[src/rtl/cpu_pkg.sv]
// Shared CPU definitions: instruction width, fetch entry layout and
// decoder handshake field widths.
package cpu_pkg;

   localparam int INSTR_W    = 16;
   localparam int FETCH_PC_W = 30;
   localparam int Q_DEPTH    = 2;

   localparam int DEC_INSTR_W = INSTR_W;
   localparam int DEC_PC_W    = FETCH_PC_W;

   typedef struct packed {
      logic [INSTR_W-1:0]    instr;
      logic [FETCH_PC_W-1:0] pc;
   } fetch_entry_t;

endpackage

[src/rtl/fetch_queue.sv]
// Two-entry synchronous FIFO with flush; head is zeroed when empty
// so stale entries never reach the decoder.
module fetch_queue
   import cpu_pkg::*;
#(
   parameter int DATA_W = $bits(fetch_entry_t)
) (
   input  logic              clk,
   input  logic              rst,
   input  logic              push,
   input  logic              pop,
   input  logic              flush,
   input  logic [DATA_W-1:0] wdata,
   output logic [DATA_W-1:0] rdata,
   output logic [1:0]        count
);

   logic [DATA_W-1:0] mem [Q_DEPTH];
   logic              head;
   logic              tail;
   logic              do_pop;
   logic              do_push;

   assign do_pop  = pop && (count != 2'd0);
   // When full, the slot being popped is the one the push reuses.
   assign do_push = push && ((count != 2'd2) || do_pop);

   always_ff @(posedge clk or posedge rst) begin
      if (rst) begin
         head  <= 1'b0;
         tail  <= 1'b0;
         count <= 2'd0;
      end else if (flush) begin
         head  <= 1'b0;
         tail  <= 1'b0;
         count <= 2'd0;
      end else begin
         if (do_push) tail <= ~tail;
         if (do_pop)  head <= ~head;
         if (do_push && !do_pop)
            count <= count + 2'd1;
         else if (do_pop && !do_push)
            count <= count - 2'd1;
      end
   end

   always_ff @(posedge clk) begin
      if (!flush && do_push)
         mem[tail] <= wdata;
   end

   assign rdata = (count != 2'd0) ? mem[head] : '0;

endmodule

[src/rtl/instr_fetch.sv]
// Instruction fetch: drives the ROM address, prefetches into a
// 2-entry queue and hands {instr, pc} to the decoder.
module instr_fetch
   import cpu_pkg::*;
#(
   parameter int              PC_W      = 30,
   parameter logic [PC_W-1:0] RESET_PC  = '0,
   parameter int              ROM_DEPTH = 7
) (
   input  logic               sys_clk,
   input  logic               sys_rst,
   output logic [PC_W-1:0]    rom_pc,
   input  logic [INSTR_W-1:0] rom_instrution,
   input  logic               redir_valid,
   input  logic [PC_W-1:0]    redir_pc,
   output logic               dec_valid,
   output logic [INSTR_W-1:0] dec_instr,
   output logic [PC_W-1:0]    dec_pc,
   input  logic               dec_ready,
   output logic               fetch_done
);

   typedef struct packed {
      logic [INSTR_W-1:0] instr;
      logic [PC_W-1:0]    pc;
   } entry_t;

   localparam logic [PC_W-1:0] DEPTH = PC_W'(ROM_DEPTH);

   logic [PC_W-1:0] fpc;
   logic [1:0]      count;
   logic            push;
   logic            pop;
   entry_t          wentry;
   entry_t          rentry;

   assign fetch_done = (fpc >= DEPTH);
   assign pop        = dec_valid && dec_ready;
   // Redirect wins: no push, and the queue flush discards any pop.
   assign push       = !redir_valid && !fetch_done &&
                       ((count != 2'd2) || pop);

   assign wentry.instr = rom_instrution;
   assign wentry.pc    = fpc;

   always_ff @(posedge sys_clk or posedge sys_rst) begin
      if (sys_rst)
         fpc <= RESET_PC;
      else if (redir_valid)
         fpc <= redir_pc;
      else if (push)
         fpc <= fpc + 1'b1;
   end

   fetch_queue #(
      .DATA_W ($bits(entry_t))
   ) u_queue (
      .clk   (sys_clk),
      .rst   (sys_rst),
      .push  (push),
      .pop   (pop),
      .flush (redir_valid),
      .wdata (wentry),
      .rdata (rentry),
      .count (count)
   );

   assign rom_pc    = fpc;
   assign dec_valid = (count != 2'd0);
   assign dec_instr = rentry.instr;
   assign dec_pc    = rentry.pc;

endmodule

[config.mk]
export PLATFORM = sky130hd
export DESIGN_NAME = instr_fetch
export DESIGN_NICKNAME = d
export VERILOG_FILES = /design/src/rtl/cpu_pkg.sv /design/src/rtl/fetch_queue.sv /design/src/rtl/instr_fetch.sv
export SDC_FILE = /design/constraint.sdc
export NUM_CORES = 1
export LEC_CHECK = 0
export BUFFER_PORTS_ARGS = -buffer_cell sky130_fd_sc_hd__buf_2
export CAP_MARGIN = 20
export CELL_PAD_IN_SITES_DETAIL_PLACEMENT = 1
export CELL_PAD_IN_SITES_GLOBAL_PLACEMENT = 2
export CORE_MARGIN = 8
export CORE_UTILIZATION = 39
export DETAILED_ROUTE_END_ITERATION = 8
export MAX_ROUTING_LAYER = met4
export PLACE_DENSITY_LB_ADDON = 0.1
export SYNTH_ARGS = -nofsm -noshare
export SYNTH_HDL_FRONTEND = slang
export SYNTH_HIERARCHICAL = 1
export SYNTH_SLANG_ARGS = --single-unit
[constraint.sdc]
create_clock -name sys_clk -period 9.4 [get_ports sys_clk]
set_input_delay 2.82 -clock sys_clk [delete_from_list [all_inputs] [get_ports sys_clk]]
set_output_delay 2.82 -clock sys_clk [all_outputs]
set_load 0.02 [all_outputs]
Word-level counts from Yosys, hierarchy flattened
Memories as Yosys holds them, arrays and structs flattened.
Cells that the tools add are included.

storage, ports and cells
  flip-flop bits (word level) = 34
  memory bits (writable) = 92
  input bits = 50
  output and inout bits = 78
  memories = 1

memories
  memory       depth  bits a word  read ports  clocked after Yosys merged registers in  write ports  RTL line           text
  u_queue.mem  2      46           1           0                                        1            fetch_queue.sv:18  logic [DATA_W-1:0] mem [Q_DEPTH];

operators by class
  add/subtract/negate cells = 3
  order comparisons = 1
  equality and inequality tests = 1
  mux-type cells = 12
  bitwise logic cells = 2
  reductions and logical operators = 19

operator list
  kind                                                                count
  2-to-1 mux 30 bit                                                   2
  2-to-1 mux 46 bit                                                   1
  adder 30 x 1 -> 30 bit, second input constant                       1
  greater-or-equal comparator 30 x 3 -> 1 bit, second input constant  1
  logical AND 1 bit                                                   8
  nonzero test 2 bit                                                  4
  2-to-1 mux 1 bit                                                    6
  2-to-1 mux 2 bit                                                    3
  zero test 1 bit                                                     4
  nonzero test 3 bit                                                  1
  adder 2 x 1 -> 2 bit, second input constant                         1
  logical OR 1 bit                                                    2
  inequality test 2 bit, second input constant                        1
  inverter 1 bit                                                      2
  subtractor 2 x 1 -> 2 bit, second input constant                    1

Logic depth before layout (Yosys ltp)
Gate-level depths: netlist of run 1.

  depth in word-level cells = 10
  depth in mapped cells = 8
  depth with buffers taken out = 8

Hierarchy
The synthesis of run 1 kept the hierarchy.

modules (own cells, without submodules)
  module       times used  cells each  area each (µm²)  sequential area each (µm²)
  fetch_queue  1           222         3724.8           2862.7
  instr_fetch  1           93          1297.5           750.7

Worst setup path after synthesis of run 1
Ideal clock, no wire load.

  path kind = input-to-reg
  from = input redir_valid
  to = memory u_queue/mem[1][0] (netlist bit) (enable)
  arrival time = 7.284 ns
  slack = 1.600 ns
  cell stages on the path = 5
  buffers on the path = 2
  path through = clkbuf_1 buf_2 nor3_1 o31ai_4 nor3b_1

between the ends
  longest elaborated chain between the ends = 7

RTL lines
  element                                 RTL line           text
  start: declaration                      instr_fetch.sv:14  input logic redir_valid,
  zero test 1 bit                         instr_fetch.sv:40  assign push = !redir_valid && !fetch_done &&
  logical AND 1 bit (2 in a row)          instr_fetch.sv:40
  via push                                instr_fetch.sv:32  logic push;
  logical AND 1 bit                       fetch_queue.sv:26  assign do_push = push && ((count != 2'd2) || do_pop);
  logical AND 1 bit                       fetch_queue.sv:48  if (!flush && do_push)
  2-to-1 mux 1 bit                        fetch_queue.sv:48
  2-to-1 mux 1 bit (not written as such)  fetch_queue.sv:49  mem[tail] <= wdata;
  end: declaration                        fetch_queue.sv:18

The timed path passes the listed nets, and every way through them passes these cells.

Final worst setup path of run 1
  from = input redir_valid
  to = memory u_queue/mem[1][27] (netlist bit) (enable)

Same word-level chain as after synthesis.

==> flow_summary.toml, run 1 <==
[final_layout]
layout-drive-gt1-share_pct = 43.3
fillers = 1288
nets = 502
area_growth_pct = 30.1
diodes = 0
final_common_cell = "buf_2"
mostFrequentLayoutCells = "buf_2 (127), edfxtp_1 (92), nor2_1 (50), mux2i_1 (50), dfrtp_1 (33)"

[synth]
synth_top_area_share_pct = 55.0
ys_ff_latch = 126
synth_warnings = 6
seq_area_frac_synth_pct = 71.9
netlist_area_um2 = 5020
synth_area_leaders = "edfxtp_1 (55%), dfrtp_1 (17%), mux2i_1 (10%)"
synth_nets = 366
syn_inst = 315
yosysUniqueCellTypes = 35
yosysTopAreaCell = "edfxtp_1"
synth_area_per_cell_um2 = 15.9

[min_path]
min_to = "u_queue/mem[1][10]$_DFFE_PP_"
min-delay-start = "rom_pc[10]$_DFFE_PP0P_"
hold_path.class = "register to register"
hold_depth = 0

[detailed_routing]
drcViolationCount = 0
dr.first_iter.drc_count = 173
avgRoutedWirePerCell_um = 18.3
drt_wl_total_um = 11600
drtPass1Iterations = 4
drtAntennaViolNets = 0
viasPerCell = 4.78
vias = 3043

[timing]
min_period_ps = 4830
finalCritPeriodShare_pct = 51.4
final.setup.tns_ps = 0
maxSlewHeadroom_pct = 39.2
finalHoldViolCount = 0
rsz0062_at_grt = "no"
finClkSkew_ps = 7.66
finalMaxSlewViolations = 0
fmax_ghz = 0.207
setup_violations = 0
worst_slew_pin_slew_ps = 911

[setup_path]
start_kind = "input pin"
r2r_slack_ps = 6080
rr_worst_depth = 7
crit_fanout = 46
r2r-end = "u_queue/mem[1][27]$_DFFE_PP_"
cp_slowest_cell = "nor3_1"
timing.rr.start = "rom_pc[14]$_DFFE_PP0P_"
cp_cell_sequence = "buf_2, nor3_1, o31ai_4, nor3b_2, buf_4"
critPathTopFamily = "buffers and inverters"
worst-endpoint-required_ps = 9440
path_buf_inv = 2
cp-end-kind = "register"
arrival_ps = 4870
path_class = "input pin to register"
slowest_delay_ps = 680

[die]
num_rows = 41
start_util_pct = 39.8
core_area_um2 = 12600
die_h_um = 129
die_x_um = 129
dieArea_um2 = 16800
ios = 128

[cts]
cts_buffers = 17
cts_resized = 0
postCtsHoldBufs = 0
clock_latency_ps = 400
postCtsSetupRepairBufs = 0
clock-root-buffer = "clkbuf_16"
cts_sinks = 126
cts_buffer_depth = 2
clkTransAtPathRegs_ps = 60
htree_levels = 4
cts_tree = "done"

[global_routing]
grt_pass1_wl_um = 18000
grt_max_degree = 48
overflow = 0
antenna_found_initial = 0
grt_pass1_vias = 3334
track_usage_pct = 14.7

[place]
post-dp-hpwl_um = 7860
io_buffer_count = 127
place.gp.congestion = 0.684

[power_and_ir_drop]
power_density_nw_per_um2 = 221
ir_drop_mv = 0.115
finalPower_uw = 1450
p_leak_uw = 0.00255

[job]
cap_violations = 0

[status]
status = "complete, no violations"
-- metal layers --
layer	vias to the layer above	track usage (%)	share of wire (%)
met5	-	-	0
met4	0	5.33	1.2
met3	14	4.64	5.4
met1	1500	16.4	43
met2	87	24.2	50
li1	1442	-	-
-- sequential cells by signal, indices dropped and copies added, names as in the netlist --
register       flops
u_queue/count      2
u_queue/mem       92
u_queue/tail       1
u_queue/head       1
rom_pc            30
-- logic make-up after synthesis --
group	Yosys count	share of synthesized area (%)
compound gates	10	1.62
xor+xnor	2	0.349
fa+ha+maj	1	0.249
buf+inv	20	2.12
flops	126	71.9
mux	78	16.2
simple gates	78	7.47
-- Yosys cell counts, drive strengths merged --
| cell type | count |
|---|---|
| or2 | 2 |
| inv | 5 |
| nand2b | 1 |
| nor4 | 6 |
| o21a | 1 |
| mux2i | 50 |
| ha | 1 |
| nor3 | 6 |
| nand2 | 3 |
| mux2 | 28 |
| a31o | 1 |
| buf | 12 |
| o21ai | 1 |
| a31oi | 1 |
| nor2b | 3 |
| a221o | 1 |
| or4 | 1 |
| and2 | 1 |
| nor2 | 51 |
| o31ai | 2 |
| nor3b | 2 |
| clkbuf | 3 |
| a21oi | 3 |
| nand4 | 2 |
| dfrtp | 34 |
| xor2 | 2 |
| edfxtp | 92 |
-- area by class of cell --
type | count | area, um^2 | area share (%)
inverter | 5 | 18.8 | 0.287
multi-input combinational | 169 | 1310 | 20.1
sequential | 126 | 3610 | 55.3
timing repair buffer | 132 | 693 | 10.6
clock inverter | 13 | 235 | 3.60
clock buffer | 19 | 443 | 6.78
tap | 172 | 215 | 3.29
-- stage by stage --
stage / std cells / setup slack (ps) / utilization, % / area (um^2) / hold WS [ps]
3_3_place_gp: 603 / 4190 / 46.2 / 5830 / 515
4_1_cts: 635 / 4280 / 51.5 / 6500 / 540
3_5_place_dp: 603 / 4120 / 46.2 / 5830 / 527
5_1_grt: 636 / 4400 / 51.8 / 6530 / 561
2_1_floorplan: 315 / 1600 / - / 5020 / 586
6_report: 636 / 4570 / 51.8 / 6530 / 531
-- where the power goes --
part	internal (uW)	total [uW]	switching [uW]
registers	615	635	19.7
logic	29.9	68.6	38.7
clock network	506	742	236
-- how the worst max path moves through the flow --
stage	slack, ps	cells after the start	to	startpoint
finish	4570	5	u_queue/mem[1][27]$_DFFE_PP_	redir_valid
global route	4400	5	u_queue/mem[1][22]$_DFFE_PP_	redir_valid
detailed placement	4120	5	u_queue/mem[1][24]$_DFFE_PP_	redir_valid
floorplan	1600	5	u_queue/mem[1][0]$_DFFE_PP_	redir_valid
global placement	4190	5	u_queue/mem[1][24]$_DFFE_PP_	redir_valid
CTS	4280	3	dec_pc[14]	u_queue/count[1]$_DFFE_PP0P_
(Power assumes the default switching activity.)
==> inputs of run 2 (changes only) <==
--- a/config.mk
+++ b/config.mk
@@ -10,7 +10,7 @@
 export CELL_PAD_IN_SITES_DETAIL_PLACEMENT = 1
 export CELL_PAD_IN_SITES_GLOBAL_PLACEMENT = 2
 export CORE_MARGIN = 8
-export CORE_UTILIZATION = 39
+export CORE_UTILIZATION = 36
 export DETAILED_ROUTE_END_ITERATION = 8
 export MAX_ROUTING_LAYER = met4
 export PLACE_DENSITY_LB_ADDON = 0.1
==> constraint.sdc (replaced) <==
create_clock -name sys_clk -period 4.8 [get_ports sys_clk]
set_input_delay 1.44 -clock sys_clk [delete_from_list [all_inputs] [get_ports sys_clk]]
set_output_delay 1.44 -clock sys_clk [all_outputs]
set_load 0.02 [all_outputs]
==> run 2 against run 1 <==
  * Core utilization down 5.1 points
  * Count of clock-buffer cells in the layout up 3
  * Hold slack worse by 10 ps
  * Setup slack got worse by 3400 ps
  * Sequential power is 95% higher
  * Register-to-register slack got worse by 4600 ps
  * Critical path type is now register to output pin
==> flow_summary.toml, run 2 (synthesis results as in run 1) <==
[status]
status = "complete, no violations"

[setup_path]
crit_fanout = 30
start_kind = "register"
r2r-end = "u_queue/mem[1][33]$_DFFE_PP_"
crit_path_end = "dec_pc[10]"
path_class = "register to output pin"
cp-end-kind = "output pin"
cp_num_cells = 4
arrival_ps = 2190
rr_worst_depth = 7
worst-endpoint-required_ps = 3360
path_buf_inv = 2
slowest_delay_ps = 690
timing.rr.start = "rom_pc[14]$_DFFE_PP0P_"
cp_cell_sequence = "nor2_4, buf_4, nor2_1, buf_2"
worstSetupStartpoint = "u_queue/count[1]$_DFFE_PP0P_"
critPathTopFamily = "simple AND/OR/NAND/NOR gates"
r2r_slack_ps = 1480
cp_slowest_cell = "nor2_4"

[power_and_ir_drop]
ir_drop_mv = 0.210
combPwrFrac_pct = 5.4
pwr-share-clk_pct = 46.0
power_density_nw_per_um2 = 397
p_int_uw = 2020
finalPower_uw = 2550
seqPwrFrac_pct = 48.6
p_leak_uw = 0.00251
p_sw_share_pct = 21.0
p_sw_uw = 536

[final_layout]
nets = 506
final_common_cell = "buf_2"
layout-drive-gt1-share_pct = 42.3
diodes = 0
largest-register = "u_queue/mem"
largest_reg_flops = 92
mostFrequentLayoutCells = "buf_2 (127), edfxtp_1 (92), nor2_1 (50), mux2i_1 (50), dfrtp_1 (33)"
final_cells = 648
area_growth_pct = 28.0

[detailed_routing]
avgRoutedWirePerCell_um = 18.8
wl_met2_um = 6010
viasPerCell = 4.79
drcViolationCount = 0
drtAntennaViolNets = 0
drt_wl_total_um = 12200
wl_met1_um = 5320
dr.first_iter.drc_count = 137
top_layer = "met4"
drtPass1Iterations = 4
met3_length_um = 657
vias = 3104

[cts]
clkTransAtPathRegs_ps = 50
cts_tree = "done"
clock_latency_ps = 400
cts_buffer_depth = 2
htree_levels = 4
cts_sinks = 126
clock-root-buffer = "clkbuf_16"
postCtsHoldBufs = 0
cts_buffers = 17
cts_resized = 0
postCtsSetupRepairBufs = 0

[timing]
fmax_ghz = 0.275
finalHoldViolCount = 0
setup_violations = 0
maxSlewHeadroom_pct = 45.7
setup_ws_ps = 1170
finalCritPeriodShare_pct = 75.7
final.setup.tns_ps = 0
finClkSkew_ps = 4.71
worst_slew_pin_slew_ps = 813
finalMaxSlewViolations = 0
min_period_ps = 3630
rsz0062_at_grt = "no"

[global_routing]
grt_pass1_wl_um = 19000
grt_pass1_vias = 3476
overflow = 0
antenna_found_initial = 0
grt_max_degree = 41
track_usage_pct = 14.3

[job]
cap_violations = 0

[place]
place.gp.congestion = 0.686
post-dp-hpwl_um = 8400
io_buffer_count = 127
dpl.cell_count = 616
pre_cts_slack_ps = 1370

[die]
start_util_pct = 36.5
ios = 128
dieArea_um2 = 18000
core_area_um2 = 13800
die_h_um = 134
die_x_um = 134
num_rows = 43

[min_path]
hold_path.class = "register to register"
-- run 2: cell count changes in the layout (fill, tap and decap cells not counted), moves of 3 or more --
cell       change
clkinv_1       +3
clkbuf_1       +4
clkinv_2       +4
bufinv_16      -4
buf_4          +5
-- run 2: how the worst min path moves through the flow --
stage / start / end / slack, ps / depth (start not counted)
global route: rom_pc[7]$_DFFE_PP0P_ / u_queue/mem[1][7]$_DFFE_PP_ / 540 / 0
CTS: rom_pc[10]$_DFFE_PP0P_ / u_queue/mem[0][10]$_DFFE_PP_ / 530 / 0
global placement: rom_pc[9]$_DFFE_PP0P_ / u_queue/mem[0][9]$_DFFE_PP_ / 510 / 0
finish: rom_pc[7]$_DFFE_PP0P_ / u_queue/mem[1][7]$_DFFE_PP_ / 520 / 0
floorplan: u_queue/tail$_DFFE_PP0P_ / u_queue/tail$_DFFE_PP0P_ / 600 / 2
detailed placement: rom_pc[10]$_DFFE_PP0P_ / u_queue/mem[1][10]$_DFFE_PP_ / 510 / 0
-- run 2: through the flow --
step	area, um^2	util (%)	hold slack, ps
after floorplan	5030	-	598
after global placement	5890	42.7	509
after detailed placement	5890	42.7	514
after CTS	6430	46.7	527
after global routing	6430	46.7	539
final	6430	46.7	521
-- run 2: power groups by stage --
stage          registers [uW]  logic (uW)  clock network (uW)
2_1_floorplan            1280        43.0                   0
3_3_place_gp             1260         138                   0
3_5_place_dp             1260         140                   0
4_1_cts                  1240         141                1200
5_1_grt                  1250         148                1250
6_report                 1240         137                1170
-- run 2: cell type report --
cell class	instances	area [um^2]
Tap cell	180	225
Sequential cell	126	3610
Clock buffer	22	444
Timing Repair Buffer	136	703
Multi-Input combinational cell	169	1330
Clock inverter	10	96.3
Inverter	5	18.8
Fill cell	1428	7350
-- run 2: worst register-to-register path: stages, from the launching register on --
cell	delay (ps)
dfrtp_1	430
nor4_1	420
nand4_1	310
or2_1	320
nor3_1	630
o31ai_4	230
nor3b_4	250
buf_4	370
-- run 2: routing by layer --
layer / global-route usage [%] / vias to the layer above
li1: - / 1446
met1: 16.5 / 1544
met2: 22.8 / 100
met3: 4.30 / 14
met4: 6.11 / 0
met5: - / -
==> inputs of run 3 (changes only) <==
--- a/config.mk
+++ b/config.mk
@@ -5,12 +5,13 @@
 export SDC_FILE = /design/constraint.sdc
 export NUM_CORES = 1
 export LEC_CHECK = 0
+export ABC_AREA = 1
 export BUFFER_PORTS_ARGS = -buffer_cell sky130_fd_sc_hd__buf_2
 export CAP_MARGIN = 20
 export CELL_PAD_IN_SITES_DETAIL_PLACEMENT = 1
 export CELL_PAD_IN_SITES_GLOBAL_PLACEMENT = 2
 export CORE_MARGIN = 8
-export CORE_UTILIZATION = 36
+export CORE_UTILIZATION = 34
 export DETAILED_ROUTE_END_ITERATION = 8
 export MAX_ROUTING_LAYER = met4
 export PLACE_DENSITY_LB_ADDON = 0.1
==> constraint.sdc (replaced) <==
create_clock -name sys_clk -period 3.4 [get_ports sys_clk]
set_input_delay 1.02 -clock sys_clk [delete_from_list [all_inputs] [get_ports sys_clk]]
set_output_delay 1.02 -clock sys_clk [all_outputs]
set_load 0.02 [all_outputs]
==> run 3 against run 2 <==
  * Power is 59% higher
  * Core utilization is 2.9 points lower
  * Synthesized area grew 7.3%
  * Die area up 12%
  * Flip-flop and latch count stayed put
  * Count of clock-buffer cells in the layout rose by 4
  * Hold slack got worse by 9.7 ps
  * Sequential share of layout area down 3.7 points
  * Final cell count is 29% higher
  * Critical path type unchanged
==> flow_summary.toml, run 3 <==
[status]
status = "complete, no violations"

[synth]
synth_warnings = 6
seq_area_frac_synth_pct = 67.1
synth_nets = 527
synth_top_area_share_pct = 51.3
synthArstFlopShare_pct = 27.0
synth_ff_type = "edfxtp_1"
yosysTopAreaCell = "edfxtp_1"
synth_edf_count = 92
yosysUniqueCellTypes = 29
syn_inst = 476
ys_ff_latch = 126
netlist_area_um2 = 5390
synth_area_leaders = "edfxtp_1 (51%), dfrtp_1 (16%), nand2_1 (12%)"
synth_most_common_cell = "nand2_1"
synth_area_per_cell_um2 = 11.3
synth_common_cells = "nand2_1 (171), edfxtp_1 (92), a21oi_2 (40)"

[place]
post-dp-hpwl_um = 10200
pre_cts_slack_ps = 419
place.gp.congestion = 0.794
io_buffer_count = 127
dpl.cell_count = 807

[detailed_routing]
drt_wl_total_um = 14400
viasPerCell = 4.51
drtPass1Iterations = 4
vias = 3780
dr.first_iter.drc_count = 130
drcViolationCount = 0
drtAntennaViolNets = 0
avgRoutedWirePerCell_um = 17.2

[timing]
finalHoldViolCount = 0
finalMaxSlewViolations = 0
setup_ws_ps = 412
setup_violations = 0
final.setup.tns_ps = 0
min_period_ps = 2990
fmax_ghz = 0.335
rsz0062_at_grt = "no"
finalCritPeriodShare_pct = 87.9
worst_slew_pin_slew_ps = 743
maxSlewHeadroom_pct = 50.4
finClkSkew_ps = 8.16

[cts]
htree_levels = 4
clock_latency_ps = 410
cts_resized = 0
postCtsSetupRepairBufs = 0
postCtsHoldBufs = 0
cts_buffers = 17
clkTransAtPathRegs_ps = 50
cts_tree = "done"
clock-root-buffer = "clkbuf_16"
cts_buffer_depth = 2
cts_sinks = 126

[global_routing]
grt_pass1_vias = 4162
grt_max_degree = 47
track_usage_pct = 15.4
grt_pass1_wl_um = 22800
antenna_found_initial = 0
overflow = 0

[final_layout]
seq_area_um2 = 3610
nets = 661
fillers = 1760
diodes = 0
final_common_cell = "nand2_1"
multiInputGateArea_um2 = 1530
mostFrequentLayoutCells = "nand2_1 (171), buf_2 (127), edfxtp_1 (92)"
area_growth_pct = 27.7
largest_reg_flops = 92
post-route-util_pct = 43.8
layout-drive-gt1-share_pct = 37.6
final_cells = 839
largest-register = "u_queue/mem"

[job]
cap_violations = 0

[power_and_ir_drop]
p_leak_uw = 0.00294
power_density_nw_per_um2 = 591
ir_drop_mv = 0.362

[die]
num_rows = 46
core_area_um2 = 15700
start_util_pct = 34.3
dieArea_um2 = 20100
ios = 128
die_x_um = 142
die_h_um = 142

[setup_path]
start_kind = "register"
path_class = "register to output pin"
cp_slowest_cell = "nor2_4"
critPathTopFamily = "simple AND/OR/NAND/NOR gates"
slowest_delay_ps = 580
arrival_ps = 1970
path_buf_inv = 2
worst-endpoint-required_ps = 2380
cp_cell_sequence = "nor2_4, buf_12, a21oi_2, buf_2"
cp-end-kind = "output pin"
crit_fanout = 18

[min_path]
hold_path.class = "register to register"
run 3: changes by cell type after synthesis, moves of 8 or more:
| cell | change |
|---|---|
| mux2_2 | -27 |
| nand3_1 | +18 |
| nor2_1 | -23 |
| a21oi_2 | +40 |
| a21oi_1 | +8 |
| inv_1 | +19 |
| mux2i_1 | -50 |
| nand2_1 | +168 |
| nand3_2 | +12 |
run 3: where the power goes:
group / internal (uW) / leakage [uW] / switching, uW
registers: 1700 / 0.00124 / 64.6
clock network: 1130 / 0.000275 / 618
logic: 180 / 0.00143 / 371
total: 3020 / 0.00294 / 1050
run 3: through the flow:
stage          hold WS, ps  total power [uW]  cell area (um^2)
2_1_floorplan          516              2140              5400
3_3_place_gp           505              2350              6310
3_5_place_dp           510              2360              6310
4_1_cts                505              4130              6880
5_1_grt                504              4240              6880
6_report               511              4070              6880
run 3: cell families (layout without fill, tap and decap cells):
logic type / after synthesis / in the layout / synth area share [%]
buffers and inverters: 52 / 199 / 4.92
DFF: 126 / 126 / 67.1
and+or+nand+nor: 238 / 238 / 19.2
xor gates and xnor gates: 1 / 1 / 0.163
AOI/OAI and AO/OA: 58 / 58 / 8.38
adders and majority gates: 1 / 1 / 0.232
run 3: area by class of cell:
type	instances	area share, %
Inverter	28	1.53
Clock inverter	6	1.24
Multi-Input combinational cell	298	22.2
Timing Repair Buffer	139	11.5
Clock buffer	26	7.11
Tap cell	216	3.93
Sequential cell	126	52.5
run 3: path summary, 6_finish.rpt:
check	from	end	slack (ps)	cells past startpoint
max	u_queue/count[1]$_DFFE_PP0P_	dec_pc[16]	410	4
min	rom_pc[19]$_DFFE_PP0P_	u_queue/mem[0][19]$_DFFE_PP_	510	0
max reg2reg	rom_pc[0]$_DFFE_PP0P_	u_queue/mem[0][11]$_DFFE_PP_	680	11
min reg2reg	rom_pc[19]$_DFFE_PP0P_	u_queue/mem[0][19]$_DFFE_PP_	510	0
max in group asynchronous	sys_rst	rom_pc[29]$_DFFE_PP0P_	1970	3
min in group asynchronous	sys_rst	u_queue/tail$_DFFE_PP0P_	520	2
run 3: layer usage:
metal  track usage (%)  vias up  routed length, um
met5                 -        -                  0
met2              24.2       94               6820
met3              4.10       17                687
met1              18.7     1810               6710
met4              6.16        0                212
li1                  -     1859                  -
run 3: worst register-to-register path: stages, from the launching register on:
cell	delay [ps]
dfrtp_1	460
ha_1	260
nand2_1	80
nand3_1	90
nor2_2	210
nand3_4	90
nor2_1	260
o21ai_2	130
inv_1	90
nand2_1	100
nor2_4	410
buf_12	240
